==> config.mk <==
export PLATFORM = sky130hd
export DESIGN_NAME = mmio_uart_tx_flat
export DESIGN_NICKNAME = d
export VERILOG_FILES = /design/src/rtl/mmio_uart_tx_pkg.sv /design/src/rtl/mmio_uart_tx_if.sv /design/src/rtl/mmio_uart_tx_fifo.sv /design/src/rtl/mmio_uart_tx.sv /design/src/flat_wrapper.sv
export SDC_FILE = /design/constraint.sdc
export NUM_CORES = 1
export LEC_CHECK = 0
export BUFFER_PORTS_ARGS = -buffer_cell sky130_fd_sc_hd__buf_2
export CAP_MARGIN = 15
export CORE_UTILIZATION = 50
export CTS_CLUSTER_SIZE = 10
export DETAILED_ROUTE_END_ITERATION = 8
export PLACE_DENSITY = 0.69
export SETUP_SLACK_MARGIN = 0.2
export SLEW_MARGIN = 20
export SYNTH_ARGS = -nofsm -noshare
export SYNTH_HDL_FRONTEND = slang
export SYNTH_SLANG_ARGS = --single-unit
==> constraint.sdc <==
create_clock -name clk -period 3.45 [get_ports clk]
set_input_delay 0.345 -clock clk [delete_from_list [all_inputs] [get_ports clk]]
set_output_delay 0.345 -clock clk [all_outputs]
set_load 0.01 [all_outputs]
==> src/rtl/mmio_uart_tx_pkg.sv <==
// Shared types and constants for the memory-mapped UART transmitter.
package mmio_uart_tx_pkg;

    typedef enum logic [1:0] {
        IDLE,
        START,
        DATA,
        STOP
    } tx_state_t;

    // Bit positions inside the status byte returned on a STAT_ADDR read.
    localparam int STAT_BUSY = 0;
    localparam int STAT_FULL = 1;
    localparam int STAT_OVF  = 2;

    // Clocks per serial bit; integer divide, remainder is dropped.
    function automatic int clks_per_bit(input int clk_hz, input int baud);
        return clk_hz / baud;
    endfunction

endpackage

==> src/rtl/mmio_uart_tx_if.sv <==
// Data-memory store/read path as seen by the UART: the CPU drives address,
// store data and MemWrite; the UART answers with a status byte and a hit flag.
interface mmio_uart_tx_if;
    logic [7:0] address;
    logic [7:0] data_in;
    logic       we;
    logic [7:0] rd_data;
    logic       hit;

    modport master (
        output address,
        output data_in,
        output we,
        input  rd_data,
        input  hit
    );

    modport slave (
        input  address,
        input  data_in,
        input  we,
        output rd_data,
        output hit
    );
endinterface

==> src/rtl/mmio_uart_tx_fifo.sv <==
// Small synchronous FIFO with a registered head. A push while full is ignored;
// push and pop may happen in the same cycle.
module sync_fifo #(
    parameter  int WIDTH = 8,
    parameter  int DEPTH = 4,
    localparam int PTR_W = $clog2(DEPTH),
    localparam int CNT_W = PTR_W + 1
) (
    input  logic             clk,
    input  logic             rst,
    input  logic             push,
    input  logic             pop,
    input  logic [WIDTH-1:0] din,
    output logic [WIDTH-1:0] dout,
    output logic             full,
    output logic             empty,
    output logic [CNT_W-1:0] count
);

    logic [WIDTH-1:0] mem [DEPTH];
    logic [PTR_W-1:0] wr_ptr;
    logic [PTR_W-1:0] rd_ptr;
    logic [PTR_W-1:0] rd_ptr_nxt;
    logic             do_push;
    logic             do_pop;

    assign full       = (count == CNT_W'(DEPTH));
    assign empty      = (count == '0);
    assign do_push    = push && !full;
    assign do_pop     = pop && !empty;
    assign rd_ptr_nxt = do_pop ? rd_ptr + PTR_W'(1) : rd_ptr;

    // Pointers and occupancy; DEPTH is a power of two so pointers wrap naturally.
    always_ff @(posedge clk) begin
        if (rst) begin
            wr_ptr <= '0;
            rd_ptr <= '0;
            count  <= '0;
        end else begin
            if (do_push) begin
                wr_ptr <= wr_ptr + PTR_W'(1);
            end
            rd_ptr <= rd_ptr_nxt;
            case ({do_push, do_pop})
                2'b10:   count <= count + CNT_W'(1);
                2'b01:   count <= count - CNT_W'(1);
                default: count <= count;
            endcase
        end
    end

    // Storage and head register; a byte written into the slot that becomes the
    // head (FIFO empty after this cycle's pop) is bypassed straight to dout.
    always_ff @(posedge clk) begin
        if (do_push) begin
            mem[wr_ptr] <= din;
        end
        if (do_push && (wr_ptr == rd_ptr_nxt)) begin
            dout <= din;
        end else begin
            dout <= mem[rd_ptr_nxt];
        end
    end

endmodule

==> src/rtl/mmio_uart_tx.sv <==
// Memory-mapped 8N1 UART transmitter sitting beside the data RAM: stores to
// TX_ADDR queue bytes, a read of STAT_ADDR returns {overflow, full, busy}.
module mmio_uart_tx
    import mmio_uart_tx_pkg::*;
#(
    parameter int         CLK_HZ     = 50_000_000,
    parameter int         BAUD       = 115200,
    parameter int         FIFO_DEPTH = 4,
    parameter logic [7:0] TX_ADDR    = 8'hFF,
    parameter logic [7:0] STAT_ADDR  = 8'hFE
) (
    input  logic           clk,
    input  logic           rst,
    mmio_uart_tx_if.slave  bus,
    output logic           uart_txd,
    output logic           busy
);

    localparam int CLKS_PER_BIT = clks_per_bit(CLK_HZ, BAUD);
    localparam int CNT_W        = (CLKS_PER_BIT > 1) ? $clog2(CLKS_PER_BIT) : 1;
    localparam int FCNT_W       = $clog2(FIFO_DEPTH) + 1;

    tx_state_t          state_q, state_d;
    logic [CNT_W-1:0]   cnt_q, cnt_d;
    logic [2:0]         bit_q, bit_d;
    logic [7:0]         shreg_q, shreg_d;
    logic               txd_d;
    logic               overflow_q;
    logic               bit_end;
    logic               pop;
    logic               push_req;
    logic               clr_req;
    logic [7:0]         fifo_dout;
    logic               fifo_full;
    logic               fifo_empty;
    logic [FCNT_W-1:0]  fifo_count;

    assign push_req = bus.we && (bus.address == TX_ADDR);
    assign clr_req  = bus.we && (bus.address == STAT_ADDR);
    assign bit_end  = (cnt_q == CNT_W'(CLKS_PER_BIT - 1));

    sync_fifo #(
        .WIDTH (8),
        .DEPTH (FIFO_DEPTH)
    ) u_fifo (
        .clk   (clk),
        .rst   (rst),
        .push  (push_req),
        .pop   (pop),
        .din   (bus.data_in),
        .dout  (fifo_dout),
        .full  (fifo_full),
        .empty (fifo_empty),
        .count (fifo_count)
    );

    // Sticky overflow: a store that finds the FIFO full is lost and flagged
    // until software writes the status address.
    always_ff @(posedge clk) begin
        if (rst) begin
            overflow_q <= 1'b0;
        end else if (push_req && fifo_full) begin
            overflow_q <= 1'b1;
        end else if (clr_req) begin
            overflow_q <= 1'b0;
        end
    end

    // Transmit FSM state, baud counter, bit index and the registered line.
    always_ff @(posedge clk) begin
        if (rst) begin
            state_q  <= IDLE;
            cnt_q    <= '0;
            bit_q    <= '0;
            uart_txd <= 1'b1;
        end else begin
            state_q  <= state_d;
            cnt_q    <= cnt_d;
            bit_q    <= bit_d;
            uart_txd <= txd_d;
        end
    end

    // Shift register holds only data, so it is left out of reset.
    always_ff @(posedge clk) begin
        shreg_q <= shreg_d;
    end

    // Next-state logic; the line value follows the state one clock later, and
    // the end of a stop bit pops the next byte directly to avoid an idle gap.
    always_comb begin
        state_d = state_q;
        cnt_d   = cnt_q + CNT_W'(1);
        bit_d   = bit_q;
        shreg_d = shreg_q;
        pop     = 1'b0;
        txd_d   = 1'b1;
        case (state_q)
            IDLE: begin
                cnt_d = '0;
                if (!fifo_empty) begin
                    pop     = 1'b1;
                    shreg_d = fifo_dout;
                    state_d = START;
                end
            end
            START: begin
                txd_d = 1'b0;
                if (bit_end) begin
                    cnt_d   = '0;
                    bit_d   = '0;
                    state_d = DATA;
                end
            end
            DATA: begin
                txd_d = shreg_q[0];
                if (bit_end) begin
                    cnt_d   = '0;
                    shreg_d = {1'b0, shreg_q[7:1]};
                    if (bit_q == 3'd7) begin
                        state_d = STOP;
                    end else begin
                        bit_d = bit_q + 3'd1;
                    end
                end
            end
            STOP: begin
                if (bit_end) begin
                    cnt_d = '0;
                    if (!fifo_empty) begin
                        pop     = 1'b1;
                        shreg_d = fifo_dout;
                        state_d = START;
                    end else begin
                        state_d = IDLE;
                    end
                end
            end
            default: begin
                cnt_d   = '0;
                state_d = IDLE;
            end
        endcase
    end

    assign busy    = (state_q != IDLE) || (fifo_count != '0);
    assign bus.hit = (bus.address == STAT_ADDR);

    // Status byte assembled from registered state.
    always_comb begin
        bus.rd_data            = '0;
        bus.rd_data[STAT_BUSY] = busy;
        bus.rd_data[STAT_FULL] = fifo_full;
        bus.rd_data[STAT_OVF]  = overflow_q;
    end

endmodule

==> src/flat_wrapper.sv <==
// flat-port wrapper written by rule: the top's interface ports become plain ports
module mmio_uart_tx_flat import mmio_uart_tx_pkg::*;
#(
    parameter int         CLK_HZ     = 50_000_000,
    parameter int         BAUD       = 115200,
    parameter int         FIFO_DEPTH = 4,
    parameter logic [7:0] TX_ADDR    = 8'hFF,
    parameter logic [7:0] STAT_ADDR  = 8'hFE
)
  (clk, rst, uart_txd, busy, bus_address, bus_data_in, bus_we, bus_rd_data, bus_hit);
  mmio_uart_tx_if bus_i ();
  input  logic clk;
  input  logic rst;
  output logic uart_txd;
  output logic busy;
  input wire logic [$bits(bus_i.address)-1:0] bus_address;
  input wire logic [$bits(bus_i.data_in)-1:0] bus_data_in;
  input wire logic [$bits(bus_i.we)-1:0] bus_we;
  output wire logic [$bits(bus_i.rd_data)-1:0] bus_rd_data;
  output wire logic [$bits(bus_i.hit)-1:0] bus_hit;
  assign bus_i.address = bus_address;
  assign bus_i.data_in = bus_data_in;
  assign bus_i.we = bus_we;
  assign bus_rd_data = bus_i.rd_data;
  assign bus_hit = bus_i.hit;
  mmio_uart_tx #(.CLK_HZ(CLK_HZ), .BAUD(BAUD), .FIFO_DEPTH(FIFO_DEPTH), .TX_ADDR(TX_ADDR), .STAT_ADDR(STAT_ADDR)) u_core (.clk(clk), .rst(rst), .bus(bus_i), .uart_txd(uart_txd), .busy(busy));
endmodule
==> results of run 1 <==
routing by layer:
metal  wire (um)  track usage, %  vias to the layer above
met4         104           8.909                        0
li1            -               -                      864
met2        2105           26.64                       44
met3         175           6.092                       11
met5           0               0                        -
met1        2232           21.59                      821
final timing paths:
path | to | slack, ps | start | cells past startpoint
setup reg to reg | u_core.u_fifo.count[2]$_SDFFE_PP0P_ | 820 | u_core.cnt_q[0]$_SDFF_PP0_ | 10
hold / removal | u_core.u_fifo.mem[0][4]$_DFFE_PP_ | 220 | bus_data_in[4] | 1
setup / recovery | u_core.u_fifo.count[2]$_SDFFE_PP0P_ | 820 | u_core.cnt_q[0]$_SDFF_PP0_ | 10
hold reg to reg | u_core.bit_q[1]$_SDFFE_PP0P_ | 470 | u_core.bit_q[1]$_SDFFE_PP0P_ | 2
worst max-delay path: cells and delay by family, from the launching register on:
family,cells,cell delay [ps]
adder cells (fa/ha/maj),3,830
XOR/XNOR,1,150
AND/OR/NAND/NOR,3,900
AO/OA/AOI/OAI,2,250
buffers and inverters,1,70
flip-flops,1,370
cells in the mapped netlist, types with 4 or more instances:
cell type and instances:
a21oi_1 10, a22o_1 7, and2_1 4, buf_4 8, clkbuf_1 6, dfxtp_1 25
edfxtp_1 40, ha_1 14, inv_1 10, mux4_2 8, nand2_1 12, nand2b_1 4
nor2_1 22, nor3_1 4, xnor2_1 5, xor2_1 6
stage by stage:
step,utilization [%],instances,power [uW]
after floorplan,-,233,1067
after global placement,55.69,315,1113
after detailed placement,55.69,315,1118
after CTS,59.37,331,1786
after global routing,59.37,331,1843
final,59.37,331,1767
state kept, by name, indices dropped and copies added, names as in the netlist, named ones only:
| name | flops |
|---|---|
| u_core.bit_q | 3 |
| u_core.cnt_q | 9 |
| u_core.overflow_q | 1 |
| u_core.shreg_q | 8 |
| u_core.state_q | 2 |
| u_core.u_fifo.count | 3 |
| u_core.u_fifo.mem | 32 |
| u_core.u_fifo.rd_ptr | 2 |
| u_core.u_fifo.wr_ptr | 2 |
| u_core.uart_txd | 1 |
cell type report:
class | count | area (um^2) | share of cell area [%]
flip-flops and latches | 65 | 1702 | 51.11
clock inverters | 7 | 82.58 | 2.480
well taps | 72 | 90.09 | 2.706
repair buffers | 25 | 127.6 | 3.833
clock buffers | 9 | 123.9 | 3.720
multi-input cells | 143 | 1166 | 35.02
inverters | 10 | 37.54 | 1.127
power by group through the flow:
stage                     combinational (uW)  sequential (uW)  clock, uW
final                                    212              889        667
after global routing                     235              894        715
after CTS                                212              889        685
after detailed placement                 211              907          0
after global placement                   207              906          0
after floorplan                          178              890          0
logic make-up after synthesis:
family / count (synthesis) / share of synthesized area (%)
simple gates: 71 / 13.45
flops: 65 / 57.14
compound gates: 28 / 7.437
buf+inv: 25 / 4.202
fa+ha+maj: 15 / 6.555
mux: 13 / 7.857
xor+xnor: 11 / 3.235
other cells: 1 / 0.1259
==> results.py, run 1 <==
metrics = {
    "yosys": {
        "synthTopCellsByArea": "edfxtp_1 40%, dfxtp_1 17%, mux4_2 6.1%",
        "synth_edf_count": 40,
        "synth_area_leader_cell": "edfxtp_1",
        "async_reset_ff_share_pct": 0,
        "netlist_instances": 229,
        "ys_types": 44,
        "ys_dominant_reg_cell": "edfxtp_1",
        "syn_area_um2": 2978,
        "synth_seq_cells": 65,
        "ys_warn_count": 0,
        "ys_seq_area_share_pct": 57.14,
        "avgSynthCellArea_um2": 13.00,
        "netlist.area_leader.share_pct": 40.34,
    },
    "global_routing": {
        "grt_max_degree": 21,
        "grt_remaining_overflow": 0,
        "grt_pass1_vias": 1675,
        "grt_use_total_pct": 17.36,
        "grt_pass1_wl_mm": 7.997,
        "antenna_found_initial": 0,
    },
    "worst_setup_path": {
        "cp-start-kind": "flip-flop",
        "worstPathCellList": "ha_1 -> and4b_4 -> a31oi_4 -> nor3_2 -> ha_1 -> inv_1 -> fa_1 -> xor2_1 -> or3_1 -> a21oi_1",
        "crit_path_frequent_cell": "ha_1",
        "cp.required_ps": 3730,
        "path_class": "flip-flop to flip-flop",
        "worstPathMaxFanout": 5,
        "critPathCaptureType": "flip-flop",
        "crit_path_top_delay_cell": "fa_1",
        "critPathArrivalTime_ps": 2910,
        "cp_slowest_stage_delay_ps": 430,
    },
    "timing": {
        "fin_crit_sh_pct": 76.31,
        "finalHoldViolCount": 0,
        "tns_ps": 0,
        "rsz0062_at_grt": "no",
        "timing.fmax_mhz": 379.8,
        "fin_ws_ps": 817.4,
        "relSlewSlack_pct": 52.74,
        "fin_skew_ps": 13.24,
        "slew_violations": 0,
        "hold_slack_ps": 218.6,
        "period_needed_ps": 2633,
        "finalSetupViolCount": 0,
        "worst_pin_slew_ps": 708.8,
    },
    "placement": {
        "dp_hpwl_mm": 3.237,
        "gp_congestion": 0.7658,
        "place_area_um2": 3123,
        "place_ws_ps": 815.8,
        "portBuffers": 24,
    },
    "finish": {
        "mostFrequentLayoutCells": "40 x edfxtp_1, 25 x dfxtp_1, 24 x buf_2",
        "finalInstanceArea_um2": 3329,
        "final_common_cell": "edfxtp_1",
        "layout-drive-gt1-share_pct": 23.94,
        "antennaDiodeCount": 0,
        "fillers": 457,
        "num-nets-final": 288,
        "area_delta_synth_final_pct": 11.81,
    },
    "clocking": {
        "cts_hold_buf": 0,
        "insertion_delay_ps": 340,
        "cts_tree": "built",
        "clockRootBuffer": "clkbuf_8",
        "numCtsBuffers": 9,
        "post_cts_buffers": 0,
        "ctsResizeCount": 0,
        "cts_sinks": 65,
        "h-tree-depth": 3,
        "cts.clk_slew.worst_paths_ps": 80,
        "clock_path_buffers": 2,
    },
    "die": {
        "die_area_um2": 6269,
        "die_y_um": 79.18,
        "coreArea_um2": 5608,
        "start_util_pct": 53.10,
        "io_pins": 30,
        "die_x_um": 79.18,
        "std_cell_rows": 27,
    },
    "worst_hold_path": {
        "hp-class": "input port to flip-flop",
    },
    "detailed_routing": {
        "drc": 0,
        "num_vias": 1740,
        "wl_per_cell_um": 13.95,
        "ant_nets": 0,
        "wl_mm": 4.618,
        "initialDrtViolationCount": 53,
        "first_pass_iters": 4,
        "vias_per_cell": 5.257,
    },
    "power": {
        "swShare_pct": 26.23,
        "p_sw_uw": 463.5,
        "power_frac_clock_pct": 37.7,
        "pwr-share-comb_pct": 12.0,
        "p_leak_uw": 0.001190,
        "powerDensity_nw_per_um2": 530.8,
        "internal_power_uw": 1304,
        "seqPwrFrac_pct": 50.3,
        "max-vdd-ir-drop_mv": 0.3107,
    },
    "run_status": {
        "status": "finished clean",
    },
    "job": {
        "drv_cap": 0,
    },
}
(Power assumes the default switching activity.)
==> inputs of run 2 (changes only) <==
==> constraint.sdc (replaced) <==
create_clock -name clk -period 2.51 [get_ports clk]
set_input_delay 0.251 -clock clk [delete_from_list [all_inputs] [get_ports clk]]
set_output_delay 0.251 -clock clk [all_outputs]
set_load 0.01 [all_outputs]
==> run 2 against run 1 <==
Against the previous run:
- sequential power up 37%
- non-clock buffer count up 6
- cell count up 1.8%
- total power up 37%
- critical endpoint unchanged
- highest routed layer unchanged
==> results.py, run 2 (same netlist as run 1, synthesis figures left out) <==
metrics = {
    "run_status": {
        "status": "finished clean",
    },
    "detailed_routing": {
        "wl_mm": 4.799,
        "vias_per_cell": 5.220,
        "num_vias": 1759,
        "wl_per_cell_um": 14.24,
        "ant_nets": 0,
        "first_pass_iters": 4,
        "initialDrtViolationCount": 74,
        "drc": 0,
    },
    "placement": {
        "dp_hpwl_mm": 3.357,
        "gp_congestion": 0.8268,
        "placed_cells": 320,
        "portBuffers": 24,
    },
    "finish": {
        "num-nets-final": 294,
        "mostFrequentLayoutCells": "40 x edfxtp_1, 24 x dfxtp_1, 24 x buf_2",
        "largest_reg_flops": 32,
        "postLayoutCoreUtil_pct": 60.35,
        "antennaDiodeCount": 0,
        "final_common_cell": "edfxtp_1",
        "regMostFlops": "u_core.u_fifo.mem",
        "fillers": 468,
        "ff_latch_area_um2": 1703,
        "largest_registers": "u_core.u_fifo.mem: 32 flops, u_core.cnt_q: 9 flops, u_core.shreg_q: 8 flops",
        "area_delta_synth_final_pct": 13.66,
        "layout.cells.non_filler": 337,
        "multi_input_area_um2": 1180,
        "layout-drive-gt1-share_pct": 27.17,
    },
    "worst_setup_path": {
        "critPathArrivalTime_ps": 2560,
        "rr_worst_depth": 11,
        "reg2reg_slack_ps": 210,
        "critPathCaptureType": "flip-flop",
        "cp.required_ps": 2780,
        "cp-start-kind": "flip-flop",
        "worstPathMaxFanout": 3,
        "path_class": "flip-flop to flip-flop",
        "reg2reg_to": "u_core.u_fifo.count[2]$_SDFFE_PP0P_",
        "r2r_start": "u_core.cnt_q[1]$_SDFF_PP0_",
    },
    "clocking": {
        "insertion_delay_ps": 340,
        "numCtsBuffers": 9,
        "cts_sinks": 65,
        "h-tree-depth": 3,
        "cts_tree": "built",
        "cts_hold_buf": 0,
        "cts.clk_slew.worst_paths_ps": 80,
        "clockRootBuffer": "clkbuf_8",
        "clock_path_buffers": 2,
    },
    "global_routing": {
        "grt_pass1_vias": 1752,
        "grt_use_total_pct": 17.46,
        "grt_remaining_overflow": 0,
        "grt_pass1_wl_mm": 7.997,
        "grt_max_degree": 21,
        "antenna_found_initial": 0,
    },
    "die": {
        "coreArea_um2": 5608,
        "die_y_um": 79.18,
        "io_pins": 30,
        "die_area_um2": 6269,
        "die_x_um": 79.18,
        "start_util_pct": 53.10,
        "std_cell_rows": 27,
    },
    "timing": {
        "worst_pin_slew_ps": 708.0,
        "fin_crit_sh_pct": 91.50,
        "finalSetupViolCount": 0,
        "tns_ps": 0,
        "rsz0062_at_grt": "yes",
        "fin_skew_ps": 7.878,
        "relSlewSlack_pct": 52.80,
        "timing.fmax_mhz": 435.4,
        "slew_violations": 0,
        "finalHoldViolCount": 0,
        "period_needed_ps": 2297,
    },
    "power": {
        "powerDensity_nw_per_um2": 717.5,
        "p_leak_uw": 0.001219,
        "max-vdd-ir-drop_mv": 0.4069,
    },
    "worst_hold_path": {
        "holdPathStages": 1,
        "hp-start": "bus_data_in[4]",
        "hp-class": "input port to flip-flop",
        "min_to": "u_core.u_fifo.mem[1][4]$_DFFE_PP_",
    },
    "job": {
        "drv_cap": 0,
    },
}
-- run 2: cell types whose count changed in the layout (fill, tap and decap cells not counted), moves of 2 or more --
cell,change
ha_1,-2
clkinvlp_4,-2
buf_4,+6
clkinv_4,+2
ha_2,+2
-- run 2: power by group --
| part | leakage (uW) | switching (uW) | internal (uW) |
|---|---|---|---|
| registers | 0.000562 | 40.4 | 1180 |
| logic | 0.000554 | 159 | 147 |
| clock network | 0.000102 | 431 | 469 |
-- run 2: repair_timing --
item | in CTS | in global routing
resized for setup | 1 | 0
endpoints found under the setup margin | 1 | 1
setup buffers | 1 | 0
pin swaps | 1 | 0
-- run 2: worst max-delay path: stages (launching register included) --
cell,delay [ps]
dfxtp_1,330
inv_1,50
ha_1,130
and4b_4,260
a31oi_4,120
nor3_4,150
ha_2,220
inv_2,40
fa_2,320
xor2_1,150
or3_1,310
a21oi_1,130
-- run 2: final cells by class --
type	instances	area share, %
timing repair buffer	31	5.102
clock inverter	7	2.292
sequential	65	50.31
inverter	10	1.109
tap	72	2.662
multi-input combinational	143	34.86
clock buffer	9	3.660
-- run 2: worst max-delay path by stage --
stage	cells after the start	startpoint	slack, ps	to
floorplan	11	u_core.cnt_q[1]$_SDFF_PP0_	200	u_core.u_fifo.count[2]$_SDFFE_PP0P_
global placement	9	u_core.cnt_q[6]$_SDFF_PP0_	180	u_core.u_fifo.count[2]$_SDFFE_PP0P_
detailed placement	11	u_core.cnt_q[1]$_SDFF_PP0_	120	u_core.u_fifo.count[2]$_SDFFE_PP0P_
CTS	11	u_core.cnt_q[1]$_SDFF_PP0_	210	u_core.u_fifo.count[2]$_SDFFE_PP0P_
global route	11	u_core.cnt_q[1]$_SDFF_PP0_	90	u_core.u_fifo.count[2]$_SDFFE_PP0P_
finish	11	u_core.cnt_q[1]$_SDFF_PP0_	210	u_core.u_fifo.count[2]$_SDFFE_PP0P_
-- run 2: metal layers --
metal,part of all wire [%],GRT usage [%],wire (um),vias up
met5,0,0,0,-
met4,1.5,8.182,71,0
met3,4.1,6.322,196,7
met2,46,26.55,2226,39
met1,48,22.16,2305,835
li1,-,-,-,878
-- run 2: metrics by stage --
stage	worst slack, ps	total power, uW	area (um^2)	hold slack, ps
after CTS	210.2	2451	3385	103.0
final	213.5	2428	3385	119.8
after global routing	92.84	2540	3385	94.21
after global placement	178.6	1541	3173	416.3
after floorplan	200.7	1474	3005	349.9
after detailed placement	120.2	1547	3173	434.1
